===== config.mk =====
export PLATFORM = sky130hd
export DESIGN_NAME = mem_arbiter
export DESIGN_NICKNAME = d
export VERILOG_FILES = /design/src/rtl/mem_arbiter.sv
export SDC_FILE = /design/constraint.sdc
export NUM_CORES = 1
export LEC_CHECK = 0
export ABC_CLOCK_PERIOD_IN_PS = 1850
export BUFFER_PORTS_ARGS = -buffer_cell sky130_fd_sc_hd__clkbuf_2
export CELL_PAD_IN_SITES_DETAIL_PLACEMENT = 1
export CELL_PAD_IN_SITES_GLOBAL_PLACEMENT = 1
export CORE_AREA = 2 2 160 162
export CTS_BUF_LIST = sky130_fd_sc_hd__clkbuf_4
export CTS_CLUSTER_DIAMETER = 120
export DETAILED_ROUTE_END_ITERATION = 8
export DIE_AREA = 0 0 162 164
export PLACE_DENSITY_LB_ADDON = 0.1
export SYNTH_ARGS = -nofsm -noshare
export SYNTH_HDL_FRONTEND = slang
export SYNTH_SLANG_ARGS = --single-unit

===== constraint.sdc =====
create_clock -name clk -period 1.85 [get_ports clk]
set_input_delay 0.37 -clock clk [delete_from_list [all_inputs] [get_ports clk]]
set_output_delay 0.37 -clock clk [all_outputs]
set_load 0.03 [all_outputs]

===== src/rtl/mem_arbiter.sv =====
// Two-requester memory arbiter: IFU and LSU share one memory port, one transaction at a time.
// Contested grants alternate based on the owner of the last completed transaction.
module mem_arbiter #(
    parameter int ADDR_WIDTH = 32,
    parameter int DATA_WIDTH = 64
) (
    input  logic                    clk,
    input  logic                    rst,
    // Instruction fetch port
    input  logic                    ifu_req_valid,
    output logic                    ifu_req_ready,
    input  logic [ADDR_WIDTH-1:0]   ifu_addr,
    output logic                    ifu_resp_valid,
    output logic [31:0]             ifu_rdata,
    // Load/store port
    input  logic                    lsu_req_valid,
    output logic                    lsu_req_ready,
    input  logic [ADDR_WIDTH-1:0]   lsu_addr,
    input  logic                    lsu_wen,
    input  logic [DATA_WIDTH-1:0]   lsu_wdata,
    input  logic [DATA_WIDTH/8-1:0] lsu_wmask,
    output logic                    lsu_resp_valid,
    output logic [DATA_WIDTH-1:0]   lsu_rdata,
    // Memory port
    output logic                    mem_req_valid,
    input  logic                    mem_req_ready,
    output logic [ADDR_WIDTH-1:0]   mem_addr,
    output logic                    mem_wen,
    output logic [DATA_WIDTH-1:0]   mem_wdata,
    output logic [DATA_WIDTH/8-1:0] mem_wmask,
    input  logic                    mem_resp_valid,
    input  logic [DATA_WIDTH-1:0]   mem_rdata,
    // Status and debug
    output logic                    busy,
    output logic [1:0]              dbgState
);

    localparam int MASK_WIDTH = DATA_WIDTH / 8;

    // Handshake rule: a request transfers on a rising edge where valid and ready are both high;
    // ready is a combinational function of valid and arbiter state and is only offered in IDLE.
    typedef enum logic [1:0] {
        IDLE = 2'd0,
        REQ  = 2'd1,
        WAIT = 2'd2
    } stateT;

    stateT                  state;
    stateT                  nextState;
    logic                   lastOwnerLsu;
    logic                   ownerLsu;
    logic [ADDR_WIDTH-1:0]  addrQ;
    logic                   wenQ;
    logic [DATA_WIDTH-1:0]  wdataQ;
    logic [MASK_WIDTH-1:0]  wmaskQ;
    logic                   ifuRespQ;
    logic                   lsuRespQ;
    logic [31:0]            ifuRdataQ;
    logic [DATA_WIDTH-1:0]  lsuRdataQ;

    logic                   grantIfu;
    logic                   grantLsu;
    logic                   respTake;
    logic [31:0]            ifuWord;

    always_ff @(posedge clk or negedge rst) begin
        if (!rst) begin
            state <= IDLE;
        end else begin
            state <= nextState;
        end
    end

    always_comb begin
        nextState     = state;
        grantIfu      = 1'b0;
        grantLsu      = 1'b0;
        ifu_req_ready = 1'b0;
        lsu_req_ready = 1'b0;
        mem_req_valid = 1'b0;
        case (state)
            IDLE: begin
                // LSU wins a contest unless it also owned the last completed transaction.
                grantLsu      = lsu_req_valid && (!ifu_req_valid || !lastOwnerLsu);
                grantIfu      = ifu_req_valid && !grantLsu;
                ifu_req_ready = grantIfu;
                lsu_req_ready = grantLsu;
                if (grantIfu || grantLsu) begin
                    nextState = REQ;
                end
            end
            REQ: begin
                mem_req_valid = 1'b1;
                if (mem_req_ready) begin
                    nextState = WAIT;
                end
            end
            WAIT: begin
                if (mem_resp_valid) begin
                    nextState = IDLE;
                end
            end
            default: nextState = IDLE;
        endcase
    end

    assign respTake = (state == WAIT) && mem_resp_valid;
    assign ifuWord  = addrQ[2] ? mem_rdata[63:32] : mem_rdata[31:0];

    // Request fields are captured on accept and held until the next accept.
    always_ff @(posedge clk or negedge rst) begin
        if (!rst) begin
            ownerLsu <= 1'b0;
            addrQ    <= '0;
            wenQ     <= 1'b0;
            wdataQ   <= '0;
            wmaskQ   <= '0;
        end else if (grantLsu) begin
            ownerLsu <= 1'b1;
            addrQ    <= lsu_addr;
            wenQ     <= lsu_wen;
            wdataQ   <= lsu_wdata;
            wmaskQ   <= lsu_wmask;
        end else if (grantIfu) begin
            ownerLsu <= 1'b0;
            addrQ    <= ifu_addr;
            wenQ     <= 1'b0;
            wdataQ   <= '0;
            wmaskQ   <= '0;
        end
    end

    // Response pulses last one cycle; read data holds until the same requester's next response.
    always_ff @(posedge clk or negedge rst) begin
        if (!rst) begin
            lastOwnerLsu <= 1'b0;
            ifuRespQ     <= 1'b0;
            lsuRespQ     <= 1'b0;
            ifuRdataQ    <= '0;
            lsuRdataQ    <= '0;
        end else begin
            ifuRespQ <= respTake && !ownerLsu;
            lsuRespQ <= respTake && ownerLsu;
            if (respTake) begin
                lastOwnerLsu <= ownerLsu;
                if (ownerLsu) begin
                    lsuRdataQ <= mem_rdata;
                end else begin
                    ifuRdataQ <= ifuWord;
                end
            end
        end
    end

    assign mem_addr       = addrQ;
    assign mem_wen        = wenQ;
    assign mem_wdata      = wdataQ;
    assign mem_wmask      = wmaskQ;
    assign ifu_resp_valid = ifuRespQ;
    assign lsu_resp_valid = lsuRespQ;
    assign ifu_rdata      = ifuRdataQ;
    assign lsu_rdata      = lsuRdataQ;
    assign busy           = (state != IDLE);
    assign dbgState       = state;

endmodule

# After elaboration in Yosys (flattened, before gate mapping)
# Cells that the tools add are included.
[totals]
output_inout_bits = 209
reg_bits = 207
in_bits = 207
wordCells = 51
[op_classes]
bitwise_logic = 1
n_reduce_logical = 17
eq_ne = 5
muxes = 17
[op_table]
columns = ["cell", "n"]
rows = [
  ["2-to-1 mux 64 bit", 2],
  ["2-to-1 mux 32 bit", 3],
  ["2-to-1 mux 8 bit", 2],
  ["2-to-1 mux 1 bit", 6],
  ["2-to-1 mux 2 bit", 3],
  ["!= test 2 bit (second input constant)", 3],
  ["case mux 2 bit (3 select lines)", 1],
  ["logical AND 1 bit", 5],
  ["zero test 1 bit", 4],
  ["AND reduction 2 bit", 2],
  ["nonzero test 2 bit", 2],
  ["AND reduction 3 bit", 1],
  ["equality test 2 x 1 -> 1 bit (second input constant)", 1],
  ["equality test 2 bit (second input constant)", 1],
  ["zero test 2 bit", 1],
  ["logical OR 1 bit", 2],
  ["NOT 1 bit", 1],
]

# Longest topological paths before layout
# Gate-level depths: netlist (run 1).
[logic_depth]
word_depth = 8
mapped_depth = 6

# Worst setup path after synthesis (run 1)
# OpenSTA, ideal clock, no wires.
[synth_path]
path_type = "flip-flop to output port"
from = "reg state[0] (netlist: dbgState[0])"
to = "out ifu_req_ready"
setup_slack_ns = 0.066
t_required_ns = 1.480
t_arrival_ns = 1.414
path_buffers = 1
stages_incl_launch_ff = 5
path_cell_list = "dfrtp_1 > nor2_2 > buf_2 > nand2_1 > nor2_1"
[synth_via]
elab_chain_len = 2
[synth_lines]
columns = ["item", "line", "text"]
rows = [
  ["start: declaration", "48", "stateT state;"],
  ["start signal: assignment", "70", "state <= nextState;"],
  ["zero test 2 bit", "81", "case (state)"],
  ["2-to-1 mux 1 bit", "81", ""],
  ["end: declaration", "11", "output logic ifu_req_ready,"],
]
# No other way between the ends.

# Worst setup path in the final report (run 1)
[layout_path]
from = "reg state[0] (netlist: dbgState[0])"
to = "out lsu_req_ready"
[layout_via]
elab_chain_len = 2
[layout_lines]
columns = ["item", "line", "text"]
rows = [
  ["zero test 2 bit", "81", ""],
  ["2-to-1 mux 1 bit", "81", ""],
  ["end: declaration", "17", "output logic lsu_req_ready,"],
]
# No other way between the ends.

==> reports/results.ini, run 1 <==
[run_status]
status = finished with violations
violations = setup timing

[placed_design]
post-place-ws_ps = 266.6
placed_area_um2 = 10800
io_buffer_count = 415
finalWeightedCongestion = 0.7628
dpl.hpwl_mm = 20.62

[final_layout]
final_common_cell = clkbuf_2
fin_nets = 1509
drive_gt1_frac = 0.4409
layout_common_cells = clkbuf_2 (409), dlygate4sd3_1 (204), dfrtp_1 (203)
final_util = 0.5550
syn2layout_area_growth_pct = 65.70
stdcell_area_um2 = 13770

[yosys]
synth_cell_types = 27
ys_seq_elements = 207
yosys.area.top_type = dfrtp_1
synth-async-reset-ratio = 1.000
synthesis.area_um2 = 8313
synth_cells = 646
synth_edf_count = 0
synth.top_cell.area_share = 0.6231
synthTopCellsByArea = dfrtp_1 (62%), a22o_1 (7.7%), mux2_1 (5.1%)
avgSynthCellArea_um2 = 12.87
yosys_most_used_dff = dfrtp_1
syn-num-nets = 853
yosysWarnings = 0
yosysSeqAreaShare = 0.6231

[flow_run]
cap_viol_max_count = 0

[floorplanning]
core_area_um2 = 24820
die_h_um = 164
num_io_pins = 416
chipWidth_um = 162
start_util = 0.3349
die-area_um2 = 26570
rows = 58

[sta]
tightest_slew_ps = 485.9
layout_setup_ws_ps = -177.3
min_period_ps = 2027
slew_headroom = 0.6760
finalSetupViolCount = 4
period_share = 1.096
rsz0062_at_grt = yes
skew_ps = 31.22
fmax_ghz = 0.4933
final_hold_viol_count = 0
maxSlewViolCount = 0
tns_ps = -398.5

[hold_path]
min_delay_worst_endpoint = mem_addr[29]
hold_class = in2reg
hold_depth = 4
min_from = lsu_req_valid

[grt]
antenna_found_initial = 2
gr-usage-all-layers = 0.2395
grt_pass1_wl_mm = 50.07
grt_pass1_vias = 9015
grt_max_degree = 67
grt_overflow = 0

[worst_setup_path]
cp_common_cell = nor2_4
critPathSlowestCell = dfrtp_2
end_kind = primary output
crit_path_max_incr_delay_ps = 430
reg2reg_from = dbgState[0]
r2r_cells = 8
crit_type = reg2out
cp-startpoint = dbgState[0]
cp.arrival_ps = 1660
crit_path_start_kind = flip-flop
cp_cell_sequence = nor2_4, inv_2, nor2_4, buf_8
rrSetupSlack_ps = 40
required_ps = 1480
worst-path-max-fanout = 3
r2r-end = mem_wdata[48]

[clocking]
clk_latency_ps = 670
cts.sinks = 207
max-clock-path-buffers = 3
path_clk_slew_ps = 80
cts_tree = yes
cts_made_buffers = 56
cts_max_level = 2
cts_root_buf = clkbuf_4

[power]
leakagePower_nw = 7.019
peakVddDrop_v = 0.001012
power_per_cell_area_nw_per_um2 = 1862
p_total_mw = 25.65

[routing]
highest_layer = met4
met3_length_mm = 2.216
drt-pass1-iter-count = 4
wirelength_mm = 32.34
routed_via_density = 4.826
wl_met1_mm = 12.49
ant_nets = 0
drt_iter0_drc = 425
routedWlPerCell_um = 19.28
vias = 8093
wl_met2_mm = 16.26
drc_errors = 0

critical path, delay by kind of cell (launching register included):
family | cells | cell delay (ps)
buf+inv | 2 | 240
flops | 1 | 430
simple gates | 2 | 330
state kept, by name, summed over array words and instances (netlist names):
register and flops:
mem_addr 32, ifu_resp_valid 1, ownerLsu 1, dbgState 2, ifu_rdata 32, mem_wdata 64
lastOwnerLsu 1, mem_wmask 8, lsu_resp_valid 1, mem_wen 1, lsu_rdata 64
what timing repair did:
action / 4_1_cts / 5_1_grt
pin swaps: 3 / 3
setup buffers: 6 / 3
endpoints found under the setup margin: 5 / 6
hold buffers: 204 / 0
hold endpoints to repair: 303 / 0
gates resized for setup: 16 / 14
area by class of cell:
type | count | area (um^2)
Antenna cell | 2 | 5.005
Inverter | 4 | 17.52
Clock inverter | 7 | 52.55
Sequential cell | 207 | 5187
Tap cell | 330 | 412.9
Clock buffer | 94 | 705.7
Fill cell | 2758 | 11040
Timing Repair Buffer | 653 | 4581
Multi-Input combinational cell | 380 | 2813
metal layers:
metal	track usage	vias up
li1	-	3692
met1	0.2763	3956
met2	0.4161	353
met3	0.06490	92
met4	0.1102	0
met5	0	-
worst max path at each step:
| stage | end | slack (ps) | cells past startpoint |
|---|---|---|---|
| after floorplan | ifu_req_ready | 70 | 4 |
| after global placement | lsu_req_ready | 310 | 4 |
| after detailed placement | mem_addr[19] | 270 | 4 |
| after CTS | lsu_req_ready | -240 | 3 |
| after global routing | ifu_req_ready | -260 | 5 |
| final | lsu_req_ready | -180 | 4 |
stage by stage:
step | hold WS (ps) | cells
floorplan | 74.41 | 646
global placement | 364.4 | 1361
detailed placement | 363.1 | 1361
CTS | 53.80 | 1672
global route | 155.8 | 1677
finish | 176.0 | 1677
where the power goes:
group          total (mW)  internal, mW  switching [mW]  leakage [nW]
sequential           8.15          6.80            1.35          2.53
clock                4.35          2.40            1.95         0.456
combinational        13.1          4.41            8.74          4.03
synthesized netlist by cell type (all sizes together) (2+ instances only):
master / count
buf: 44
dfrtp: 207
a22o: 73
o21ai: 4
inv: 4
a21oi: 64
a31oi: 32
nand3: 32
mux2: 64
clkbuf: 11
nand2: 35
nand2b: 2
nor2: 35
mux2i: 32
cell families (layout without fill, tap and decap cells):
group / Yosys count / count (layout) / share of synthesized area
AND/OR/NAND/NOR: 108 / 108 / 0.05704
multiplexers: 96 / 96 / 0.1252
buffers and inverters: 59 / 758 / 0.04395
flip-flops: 207 / 207 / 0.6231
AO/OA/AOI/OAI: 176 / 176 / 0.1507
other: 0 / 2 / 0
Note: power is estimated with default switching activity, not from simulation.
==> inputs of run 2 (changes only) <==
- SKIP_CTS_REPAIR_TIMING: not set -> 1
==> run 2 against run 1 <==
  * The flow still finishes with violations (setup timing)
  * Sequential power about the same
  * Hold slack got worse by 150 ps
  * First-iteration DRC count grew 16%
  * Via count shrank 0.64%
  * Global-route usage decreased by 3.3 points
  * Final cell count is 0.12% lower
  * Highest routed layer unchanged
  * Critical endpoint unchanged
  * Design area is 0.53% lower
  * Clock power about the same
  * Clock skew rose by 5.4 ps
  * Sequential cell count unchanged
  * Sequential share of layout area grew 0.19 points
  * Setup slack worse by 3.2 ps
==> reports/results.ini, run 2 (synthesized netlist as in run 1, its figures left out) <==
[floorplanning]
num_io_pins = 416  ; unchanged
chipWidth_um = 162  ; unchanged
core_area_um2 = 24820  ; unchanged
start_util = 0.3349  ; unchanged
die-area_um2 = 26570  ; unchanged
die_h_um = 164  ; unchanged
rows = 58  ; unchanged

[routing]
wirelength_mm = 31.86  ; -1.5%
drt_iter0_drc = 491  ; +16%
routedWlPerCell_um = 19.02  ; -1.4%
drt-pass1-iter-count = 4  ; unchanged
drc_errors = 0  ; unchanged
routed_via_density = 4.801  ; -0.52%
vias = 8041  ; -0.64%
ant_nets = 0  ; unchanged

[clocking]
clk_latency_ps = 660  ; about the same
path_clk_slew_ps = 60  ; -20 ps
cts.sinks = 207  ; unchanged
max-clock-path-buffers = 3  ; unchanged
cts_tree = yes
cts_root_buf = clkbuf_4
cts_made_buffers = 56  ; unchanged
cts_max_level = 2  ; unchanged

[worst_setup_path]
crit_family = flip-flops
crit_path_max_incr_delay_ps = 430  ; about the same
crit_type = reg2out
rrSetupSlack_ps = 230  ; +190 ps
reg2reg_from = dbgState[1]
crit_path_start_kind = flip-flop
end_kind = primary output
worst-path-max-fanout = 4  ; +1
required_ps = 1480  ; about the same
critPathSlowestCell = dfrtp_1
r2r_cells = 4  ; -4
cp_num_buf_inv = 1  ; -1
cp-startpoint = lastOwnerLsu
cp.arrival_ps = 1660  ; about the same
path_depth = 3  ; -1
cp_cell_sequence = a21bo_2, nor2_4, buf_6

[power]
peakVddDrop_v = 0.0009484  ; -6.3%
leakagePower_nw = 6.993  ; -0.37%
power_per_cell_area_nw_per_um2 = 1861  ; about the same

[run_status]
status = finished with violations
violations = setup timing

[sta]
min_period_ps = 2031  ; +3.212 ps
rsz0062_at_grt = yes
layout_setup_ws_ps = -180.5  ; -3.212 ps
final_hold_viol_count = 0  ; unchanged
skew_ps = 36.61  ; +5.388 ps
fmax_ghz = 0.4925  ; -0.16%
tightest_slew_ps = 500.5  ; +14.59 ps
period_share = 1.098  ; +0.001736
slew_headroom = 0.6663  ; -0.009727
maxSlewViolCount = 0  ; unchanged
finalSetupViolCount = 3  ; -1

[final_layout]
final_common_cell = clkbuf_2
fin_nets = 1507  ; -0.13%
fill_cells = 2749  ; -0.33%
layout_common_cells = clkbuf_2 (408), dfrtp_1 (204), dlygate4sd3_1 (201)
syn2layout_area_growth_pct = 64.83
final_cells = 1675  ; -0.12%
stdcell_area_um2 = 13700  ; -0.53%
drive_gt1_frac = 0.4408  ; about the same

[grt]
grt_overflow = 0  ; unchanged
grt_pass1_vias = 7405  ; -18%
grt_util_met1 = 0.2470  ; -0.02931
antenna_found_initial = 2  ; unchanged
met2_usage = 0.3439  ; -0.07215
grt_max_degree = 67  ; unchanged
gr-usage-all-layers = 0.2065  ; -0.03297
grtUsageMet3 = 0.07828  ; +0.01338
grt_pass1_wl_mm = 42.96  ; -14%
grt_busiest_layer = met2

[placed_design]
post-place-ws_ps = 266.6  ; unchanged
dp.cells = 1361  ; unchanged
dpl.hpwl_mm = 20.62  ; unchanged
placed_area_um2 = 10800  ; unchanged
io_buffer_count = 415  ; unchanged
finalWeightedCongestion = 0.7628  ; unchanged

[flow_run]
cap_viol_max_count = 0  ; unchanged

[hold_path]
min_from = ifu_addr[0]
hold_class = in2reg
hold_depth = 3  ; -1

## run 2: changes by cell type in the layout (fill, tap and decap cells not counted), moves of 2 or more
| cell | previous run | this run |
|---|---|---|
| buf_2 | 0 | 2 |
| dlygate4sd3_1 | 204 | 201 |
| buf_4 | 21 | 23 |
| buf_6 | 3 | 5 |
| buf_8 | 3 | 0 |
## run 2: path summary, 6_finish.rpt
kind,to
max,lsu_req_ready
min,mem_addr[0]
max reg2reg,lsu_rdata[3]
min reg2reg,lsu_rdata[31]
max in group asynchronous,mem_wdata[27]
min in group asynchronous,lsu_rdata[53]
## run 2: cell type report
cell class / instances / area [um^2] / share of cell area
Tap cell: 330 / 412.9 / 0.03013
Timing Repair Buffer: 651 / 4527 / 0.3304
Sequential cell: 207 / 5186 / 0.3785
Clock buffer: 94 / 705.7 / 0.05150
Antenna cell: 2 / 5.005 / 0.0003653
Multi-Input combinational cell: 380 / 2798 / 0.2042
Inverter: 4 / 15.01 / 0.001096
Clock inverter: 7 / 52.55 / 0.003835
## run 2: worst min-delay path: cells and delay by family
family | cells | cell delay [ps]
AOI/OAI and AO/OA | 2 | 150
buffers and inverters | 1 | 90
## run 2: layer usage
layer | vias up | share of wire
met5 | - | 0
met2 | 337 | 0.51
li1 | 3694 | -
met1 | 3942 | 0.39
met3 | 68 | 0.075
met4 | 0 | 0.025
## run 2: through the flow
stage | TNS (ps) | power [mW] | utilization | hold slack (ps)
2_1_floorplan | 0 | 16.36 | - | 74.41
3_3_place_gp | 0 | 20.37 | 0.4353 | 364.4
3_5_place_dp | 0 | 20.57 | 0.4353 | 363.1
4_1_cts | -1394 | 25.01 | 0.4658 | -384.3
5_1_grt | -854.7 | 26.98 | 0.5521 | -6.035
6_report | -434.1 | 25.50 | 0.5521 | 26.67
## run 2: power breakdown
part / internal [mW] / leakage [nW] / total, mW / switching (mW)
combinational: 4.36 / 4.01 / 13.0 / 8.65
sequential: 6.80 / 2.53 / 8.15 / 1.35
clock: 2.40 / 0.456 / 4.34 / 1.93
total: 13.6 / 6.99 / 25.5 / 11.9
